### src/rtl/multicycle_ctrl_pkg.sv
// Shared encodings for the multicycle control path: FSM states, opcodes,
// funct codes, ALU ctrl values and datapath mux selects.
package multicycle_ctrl_pkg;

  // FSM state encodings; 14 and 15 are unused and recover to FETCH
  localparam logic [3:0] S_FETCH   = 4'd0;
  localparam logic [3:0] S_DECODE  = 4'd1;
  localparam logic [3:0] S_MEMADR  = 4'd2;
  localparam logic [3:0] S_MEMRD   = 4'd3;
  localparam logic [3:0] S_MEMWB   = 4'd4;
  localparam logic [3:0] S_MEMWR   = 4'd5;
  localparam logic [3:0] S_RTYPEEX = 4'd6;
  localparam logic [3:0] S_RTYPEWB = 4'd7;
  localparam logic [3:0] S_BEQEX   = 4'd8;
  localparam logic [3:0] S_ADDIEX  = 4'd9;
  localparam logic [3:0] S_ANDIEX  = 4'd10;
  localparam logic [3:0] S_ORIEX   = 4'd11;
  localparam logic [3:0] S_IMMWB   = 4'd12;
  localparam logic [3:0] S_JEX     = 4'd13;

  localparam logic [5:0] OP_RTYPE = 6'b000000;
  localparam logic [5:0] OP_LW    = 6'b100011;
  localparam logic [5:0] OP_SW    = 6'b101011;
  localparam logic [5:0] OP_BEQ   = 6'b000100;
  localparam logic [5:0] OP_ADDI  = 6'b001000;
  localparam logic [5:0] OP_ANDI  = 6'b001100;
  localparam logic [5:0] OP_ORI   = 6'b001101;
  localparam logic [5:0] OP_J     = 6'b000010;

  localparam logic [5:0] F_ADD = 6'b100000;
  localparam logic [5:0] F_SUB = 6'b100010;
  localparam logic [5:0] F_AND = 6'b100100;
  localparam logic [5:0] F_OR  = 6'b100101;
  localparam logic [5:0] F_SLT = 6'b101010;

  localparam logic [2:0] ALU_AND = 3'd0;
  localparam logic [2:0] ALU_OR  = 3'd1;
  localparam logic [2:0] ALU_ADD = 3'd2;
  localparam logic [2:0] ALU_SUB = 3'd6;
  localparam logic [2:0] ALU_SLT = 3'd7;

  localparam logic [1:0] SRCB_REG    = 2'b00;
  localparam logic [1:0] SRCB_FOUR   = 2'b01;
  localparam logic [1:0] SRCB_IMM    = 2'b10;
  localparam logic [1:0] SRCB_IMM_SH = 2'b11;

  localparam logic [1:0] PCSRC_ALU    = 2'b00;
  localparam logic [1:0] PCSRC_ALUOUT = 2'b01;
  localparam logic [1:0] PCSRC_JUMP   = 2'b10;

  typedef enum logic [1:0] {
    ALUOP_ADD   = 2'b00,
    ALUOP_SUB   = 2'b01,
    ALUOP_FUNCT = 2'b10,
    ALUOP_RSVD  = 2'b11
  } aluop_e;

endpackage

### src/rtl/multicycle_ctrl_alu_decoder.sv
// Combinational ALU decoder: maps the FSM's aluop class and a funct code to
// the 3-bit ALU ctrl, flagging funct codes that are not supported.
module multicycle_ctrl_alu_decoder
  import multicycle_ctrl_pkg::*;
(
  input  aluop_e     aluop,
  input  logic [5:0] funct,
  output logic [2:0] alu_ctrl,
  output logic       funct_bad
);

  always_comb begin
    alu_ctrl  = ALU_ADD;
    funct_bad = 1'b0;
    case (aluop)
      ALUOP_SUB: alu_ctrl = ALU_SUB;
      ALUOP_FUNCT: begin
        case (funct)
          F_ADD:   alu_ctrl = ALU_ADD;
          F_SUB:   alu_ctrl = ALU_SUB;
          F_AND:   alu_ctrl = ALU_AND;
          F_OR:    alu_ctrl = ALU_OR;
          F_SLT:   alu_ctrl = ALU_SLT;
          default: funct_bad = 1'b1;
        endcase
      end
      default: alu_ctrl = ALU_ADD;
    endcase
  end

endmodule

### src/rtl/multicycle_ctrl.sv
// Control FSM for the multicycle datapath: registered state, next-state logic
// and per-state combinational decode of mux selects, write enables and ALU ctrl.
module multicycle_ctrl
  import multicycle_ctrl_pkg::*;
#(
  parameter int LOGIC_IMM = 1,
  parameter int CTRL_W    = 3
) (
  input  logic              clk,
  input  logic              reset,
  input  logic [5:0]        op,
  input  logic [5:0]        funct,
  input  logic              zero,
  input  logic              mem_ready,
  output logic [CTRL_W-1:0] alu_ctrl,
  output logic              alu_src_a,
  output logic [1:0]        alu_src_b,
  output logic              zero_ext,
  output logic              i_or_d,
  output logic              ir_write,
  output logic              mem_write,
  output logic              reg_write,
  output logic              pc_en,
  output logic [1:0]        pc_src,
  output logic              reg_dst,
  output logic              mem_to_reg,
  output logic              illegal_op
);

  localparam logic LOGIC_IMM_EN = (LOGIC_IMM != 0);

  logic [3:0] state_reg;
  logic [3:0] state_next;
  logic [3:0] decode_target;
  logic       op_legal;
  logic       state_valid;
  aluop_e     aluop;
  logic [5:0] dec_funct;
  logic [2:0] dec_ctrl;
  logic       funct_bad;

  multicycle_ctrl_alu_decoder u_alu_decoder (
    .aluop     (aluop),
    .funct     (dec_funct),
    .alu_ctrl  (dec_ctrl),
    .funct_bad (funct_bad)
  );

  always_ff @(posedge clk) begin
    if (reset) begin
      state_reg <= S_FETCH;
    end else begin
      state_reg <= state_next;
    end
  end

  // Opcode dispatch out of DECODE; disabled logic immediates count as illegal
  always_comb begin
    op_legal      = 1'b1;
    decode_target = S_FETCH;
    case (op)
      OP_LW, OP_SW: decode_target = S_MEMADR;
      OP_RTYPE:     decode_target = S_RTYPEEX;
      OP_BEQ:       decode_target = S_BEQEX;
      OP_ADDI:      decode_target = S_ADDIEX;
      OP_ANDI: begin
        op_legal      = LOGIC_IMM_EN;
        decode_target = LOGIC_IMM_EN ? S_ANDIEX : S_FETCH;
      end
      OP_ORI: begin
        op_legal      = LOGIC_IMM_EN;
        decode_target = LOGIC_IMM_EN ? S_ORIEX : S_FETCH;
      end
      OP_J:         decode_target = S_JEX;
      default:      op_legal = 1'b0;
    endcase
  end

  always_comb begin
    state_next = S_FETCH;
    case (state_reg)
      S_FETCH:   state_next = mem_ready ? S_DECODE : S_FETCH;
      S_DECODE:  state_next = decode_target;
      S_MEMADR:  state_next = (op == OP_LW) ? S_MEMRD : S_MEMWR;
      S_MEMRD:   state_next = mem_ready ? S_MEMWB : S_MEMRD;
      S_MEMWR:   state_next = mem_ready ? S_FETCH : S_MEMWR;
      S_RTYPEEX: state_next = funct_bad ? S_FETCH : S_RTYPEWB;
      S_ADDIEX, S_ANDIEX, S_ORIEX: state_next = S_IMMWB;
      default:   state_next = S_FETCH;
    endcase
  end

  // Logic immediates reuse the funct path with a fixed funct code
  always_comb begin
    aluop     = ALUOP_ADD;
    dec_funct = funct;
    case (state_reg)
      S_RTYPEEX: aluop = ALUOP_FUNCT;
      S_BEQEX:   aluop = ALUOP_SUB;
      S_ANDIEX: begin
        aluop     = ALUOP_FUNCT;
        dec_funct = F_AND;
      end
      S_ORIEX: begin
        aluop     = ALUOP_FUNCT;
        dec_funct = F_OR;
      end
      default: aluop = ALUOP_ADD;
    endcase
  end

  always_comb begin
    alu_src_a   = 1'b0;
    alu_src_b   = SRCB_REG;
    zero_ext    = 1'b0;
    i_or_d      = 1'b0;
    ir_write    = 1'b0;
    mem_write   = 1'b0;
    reg_write   = 1'b0;
    pc_en       = 1'b0;
    pc_src      = PCSRC_ALU;
    reg_dst     = 1'b0;
    mem_to_reg  = 1'b0;
    illegal_op  = 1'b0;
    state_valid = 1'b1;
    case (state_reg)
      S_FETCH: begin
        alu_src_b = SRCB_FOUR;
        ir_write  = mem_ready;
        pc_en     = mem_ready;
      end
      S_DECODE: begin
        alu_src_b  = SRCB_IMM_SH;
        illegal_op = ~op_legal;
      end
      S_MEMADR: begin
        alu_src_a = 1'b1;
        alu_src_b = SRCB_IMM;
      end
      S_MEMRD: i_or_d = 1'b1;
      S_MEMWB: begin
        mem_to_reg = 1'b1;
        reg_write  = 1'b1;
      end
      S_MEMWR: begin
        i_or_d    = 1'b1;
        mem_write = 1'b1;
      end
      S_RTYPEEX: begin
        alu_src_a  = 1'b1;
        illegal_op = funct_bad;
      end
      S_RTYPEWB: begin
        reg_dst   = 1'b1;
        reg_write = 1'b1;
      end
      S_BEQEX: begin
        alu_src_a = 1'b1;
        pc_src    = PCSRC_ALUOUT;
        pc_en     = zero;
      end
      S_ADDIEX: begin
        alu_src_a = 1'b1;
        alu_src_b = SRCB_IMM;
      end
      S_ANDIEX, S_ORIEX: begin
        alu_src_a = 1'b1;
        alu_src_b = SRCB_IMM;
        zero_ext  = 1'b1;
      end
      S_IMMWB: reg_write = 1'b1;
      S_JEX: begin
        pc_src = PCSRC_JUMP;
        pc_en  = 1'b1;
      end
      default: state_valid = 1'b0;
    endcase
    // Reset masks the state still held from an abandoned instruction
    if (reset) begin
      alu_src_a  = 1'b0;
      alu_src_b  = SRCB_REG;
      zero_ext   = 1'b0;
      i_or_d     = 1'b0;
      ir_write   = 1'b0;
      mem_write  = 1'b0;
      reg_write  = 1'b0;
      pc_en      = 1'b0;
      pc_src     = PCSRC_ALU;
      reg_dst    = 1'b0;
      mem_to_reg = 1'b0;
      illegal_op = 1'b0;
    end
  end

  assign alu_ctrl = reset       ? CTRL_W'(ALU_ADD) :
                    state_valid ? CTRL_W'(dec_ctrl) : '0;

endmodule

### config.mk
export PLATFORM = sky130hd
export DESIGN_NAME = multicycle_ctrl
export DESIGN_NICKNAME = d
export VERILOG_FILES = /design/src/rtl/multicycle_ctrl_pkg.sv /design/src/rtl/multicycle_ctrl_alu_decoder.sv /design/src/rtl/multicycle_ctrl.sv
export SDC_FILE = /design/constraint.sdc
export NUM_CORES = 1
export LEC_CHECK = 0
export CAP_MARGIN = 20
export CORE_UTILIZATION = 48
export DETAILED_ROUTE_END_ITERATION = 10
export PLACE_DENSITY = 0.86
export SLEW_MARGIN = 5
export SYNTH_ARGS = -nofsm -noshare
export SYNTH_HDL_FRONTEND = slang
export SYNTH_HIERARCHICAL = 1
export SYNTH_SLANG_ARGS = --single-unit
export TNS_END_PERCENT = 10
### constraint.sdc
create_clock -name clk -period 6.65 [get_ports clk]
set_clock_uncertainty 0.15 [all_clocks]
set_input_delay 0.9975 -clock clk [delete_from_list [all_inputs] [get_ports clk]]
set_output_delay 0.9975 -clock clk [all_outputs]
set_load 0.01 [all_outputs]
==> results.md <==
* Antenna violations before repair at 0
* Num CTS Buffers at 3
* Dominant cell type by area after synthesis: dfxtp_1
* CP arrival at between 2 and 3 ns
* Number of synthesized flops with an enable pin at 0
* Post-Syn Area at around 890 um2
* Vias at ~1000
* DRC violations left at 0
* Reg-to-reg startpoint: state_reg[1]
* GRT Overall Usage at 0.256
* FP Rows at 15
* Num ports at 33
* CTS resizes at 0
* CTS tree: done
* Syn_area_per_cell at roughly 6.8 um2
* Final setup fails at 0
* First-pass GRT wire length at between 3 and 4 mm
* Clock Root Buffer: clkbuf_4
* Longest Clk Path Bufs at 2
* First DRT Iteration DRCs at 17
* Relative slew slack at 0.580
* R2r worst-path depth at 8
* Sequential cell area fraction in the yosys report at 0.0900
* Gpl congestion at roughly 0.84
* Critical Path Source: funct[2]
* Crit path depth at 8
* Vias in the first global route at approximately 900
* Critical path's slowest cell: clkdlybuf4s50_1
* CP Cell Sequence: clkdlybuf4s50_1 > nand2b_1 > nand2b_1 > a31oi_1 > nand3b_1 > nor2_1 > a221o_1 > clkdlybuf4s50_1
* Critical path endpoint category: primary output
* Largest net degree at the start of global routing at 23
* Type of origin of the critical path: primary input
* Top cells by area, synth: dfxtp_1 (9.0%), nand2b_1 (5.6%), nor3_1 (5.6%), nor2_1 (5.5%), a21oi_1 (5.1%)
* # hold bufs at CTS at 0
* RSZ-0062 raised after global routing: no
* WP data required at about 5.5 ns
* Total clock sinks at 4
* Post-synth top area share at 0.0900
* Synthesis-stage register bit count at 4
* Max stage delay on crit path at 0.53 ns
* Post-route setup TNS at 0 ns
* Tcrit/Tclk final at 0.618
* Syn Inst Count at between 100 and 150
* Most common cell after layout, fill and taps aside: clkdlybuf4s50_1
* Nets at ~180
* # port buffers at 32
* Setup crit end: illegal_op
* Post-synth ARST share at 0
* Leakage at 0.438 nW
* Synth warn at 6
* Diodes inserted at 0
* Reg clk slew, reported paths at about 0.03 ns
* Post-layout min period at approximately 4.1 ns
* Worst-path maximum fanout at 6
* Max FFs per register at 4
* Status: finished clean
* Antenna-violating nets left at 0
* Die W at about 45 um
* FF-to-FF End: state_reg[2]
* Setup bufs post-CTS at 0
* Fmax at ~0.24 GHz
* Max Cap Viol at 0
* CP top delay family: buffers and inverters
* Netlist cell types at 48
* Primary FF master, synth: dfxtp_1
* Pins Over Slew Limit at 0
* Worst VDD drop at between 80 and 90 uV
* DP Wirelength at between 1.5 and 2 mm
* Total power at ~0.095 mW
* DR pass1 iterations at 4
* Flop2flop setup slack at ~4.1 ns
* Area grow syn2layout at 34.9%
* Share of cells above drive strength 1 at 0.0513
* H-Tree Depth at 1
* Vertical die dimension at between 40 and 50 um
* DR vias/cell at ~5.6
* Cell area power density at slightly below 80 nW/um2
* Drt wl/cell at around 13 um
* Total length of routed wires at ~2.4 mm
* HP Class: reg -> reg
* Core area at between 1500 and 2000 um2
* Commonest cells after routing, fill and taps aside: clkdlybuf4s50_1 (32), nor2_1 (13), nor3_1 (10)
* Starting Density at 0.515
* Overflow after GRT at 0
* Crit path kind: in -> out
* Syn Nets at between 100 and 150
* Hold Fails Final Rpt at 0
* Worst skew pair latency at ~0.23 ns
* Full die area at just over 2000 um2
* CP Buf/Inv Count at 2
* Worst Tran Pin Value at 0.630 ns
[worst min path at each step]
| stage | slack [ns] | from | endpoint | cells past startpoint |
|---|---|---|---|---|
| 3_3_place_gp | 0.66 | state_reg[3] | state_reg[3] | 2 |
| 4_1_cts | 0.69 | state_reg[3] | state_reg[3] | 2 |
| 6_report | 0.69 | state_reg[3] | state_reg[3] | 2 |
| 5_1_grt | 0.75 | state_reg[3] | state_reg[3] | 2 |
| 2_1_floorplan | 0.54 | state_reg[2] | state_reg[0] | 4 |
| 3_5_place_dp | 0.68 | state_reg[3] | state_reg[3] | 2 |
[cell type report]
class / count / area (um2)
clock buffer: 3 / 22.5
multi-input combinational: 111 / 723
inverter: 6 / 22.5
tap: 25 / 31.3
sequential: 4 / 80.1
fill: 158 / 527
timing repair buffer: 32 / 320
[cell usage after synthesis, drive strengths merged (2+ instances only)]
cell type and n:
a21oi 9, a221o 2, a31oi 3, and2 5
and4bb 2, buf 9, dfxtp 4, ha 2
inv 6, mux2i 2, nand2 7, nand2b 9
nand3 3, nand3b 5, nor2 13, nor2b 5
nor3 10, nor3b 3, nor4 2, o21ai 7
or2 3, or3 2
[worst reg2reg max path, delay by kind of cell, from the launching register on]
family,cells,cell delay (ns)
flops,1,0.65
compound gates,4,0.61
simple gates,4,1.01
[metrics by stage]
| step | area, um2 | hold slack (ns) | utilization | instances | setup slack, ns |
|---|---|---|---|---|---|
| final | 1200 | 0.691 | 0.695 | 181 | 2.54 |
| after global routing | 1200 | 0.751 | 0.695 | 181 | 2.40 |
| after CTS | 1200 | 0.691 | 0.695 | 181 | 2.54 |
| after detailed placement | 1180 | 0.683 | 0.682 | 178 | 2.57 |
| after global placement | 1180 | 0.660 | 0.682 | 178 | 2.59 |
| after floorplan | 890 | 0.537 | - | 131 | 3.58 |
[per-layer routing]
metal | part of all wire | vias up | track usage
li1 | - | 529 | -
met1 | 0.45 | 453 | 0.324
met2 | 0.50 | 36 | 0.461
met3 | 0.042 | 2 | 0.0240
met4 | 0.0059 | 0 | 0.0606
met5 | 0 | - | 0
[report_power, final]
part | internal (mW) | total [mW] | switching [mW]
combinational | 0.0203 | 0.0383 | 0.0180
clock | 0.0201 | 0.0295 | 0.00936
sequential | 0.0248 | 0.0273 | 0.00258
total | 0.0652 | 0.0951 | 0.0299
[cells by family (layout without fill, tap and decap cells)]
kind of cell | Yosys count | in the layout | synth area share
AND/OR/NAND/NOR | 72 | 72 | 0.488
adder cells (fa/ha/maj) | 2 | 2 | 0.0281
flip-flops | 4 | 4 | 0.0900
XOR/XNOR | 2 | 2 | 0.0197
multiplexers | 3 | 3 | 0.0352
AO/OA/AOI/OAI | 32 | 32 | 0.242
buffers and inverters | 16 | 41 | 0.0970
Note: power is estimated with default switching activity, not from simulation.
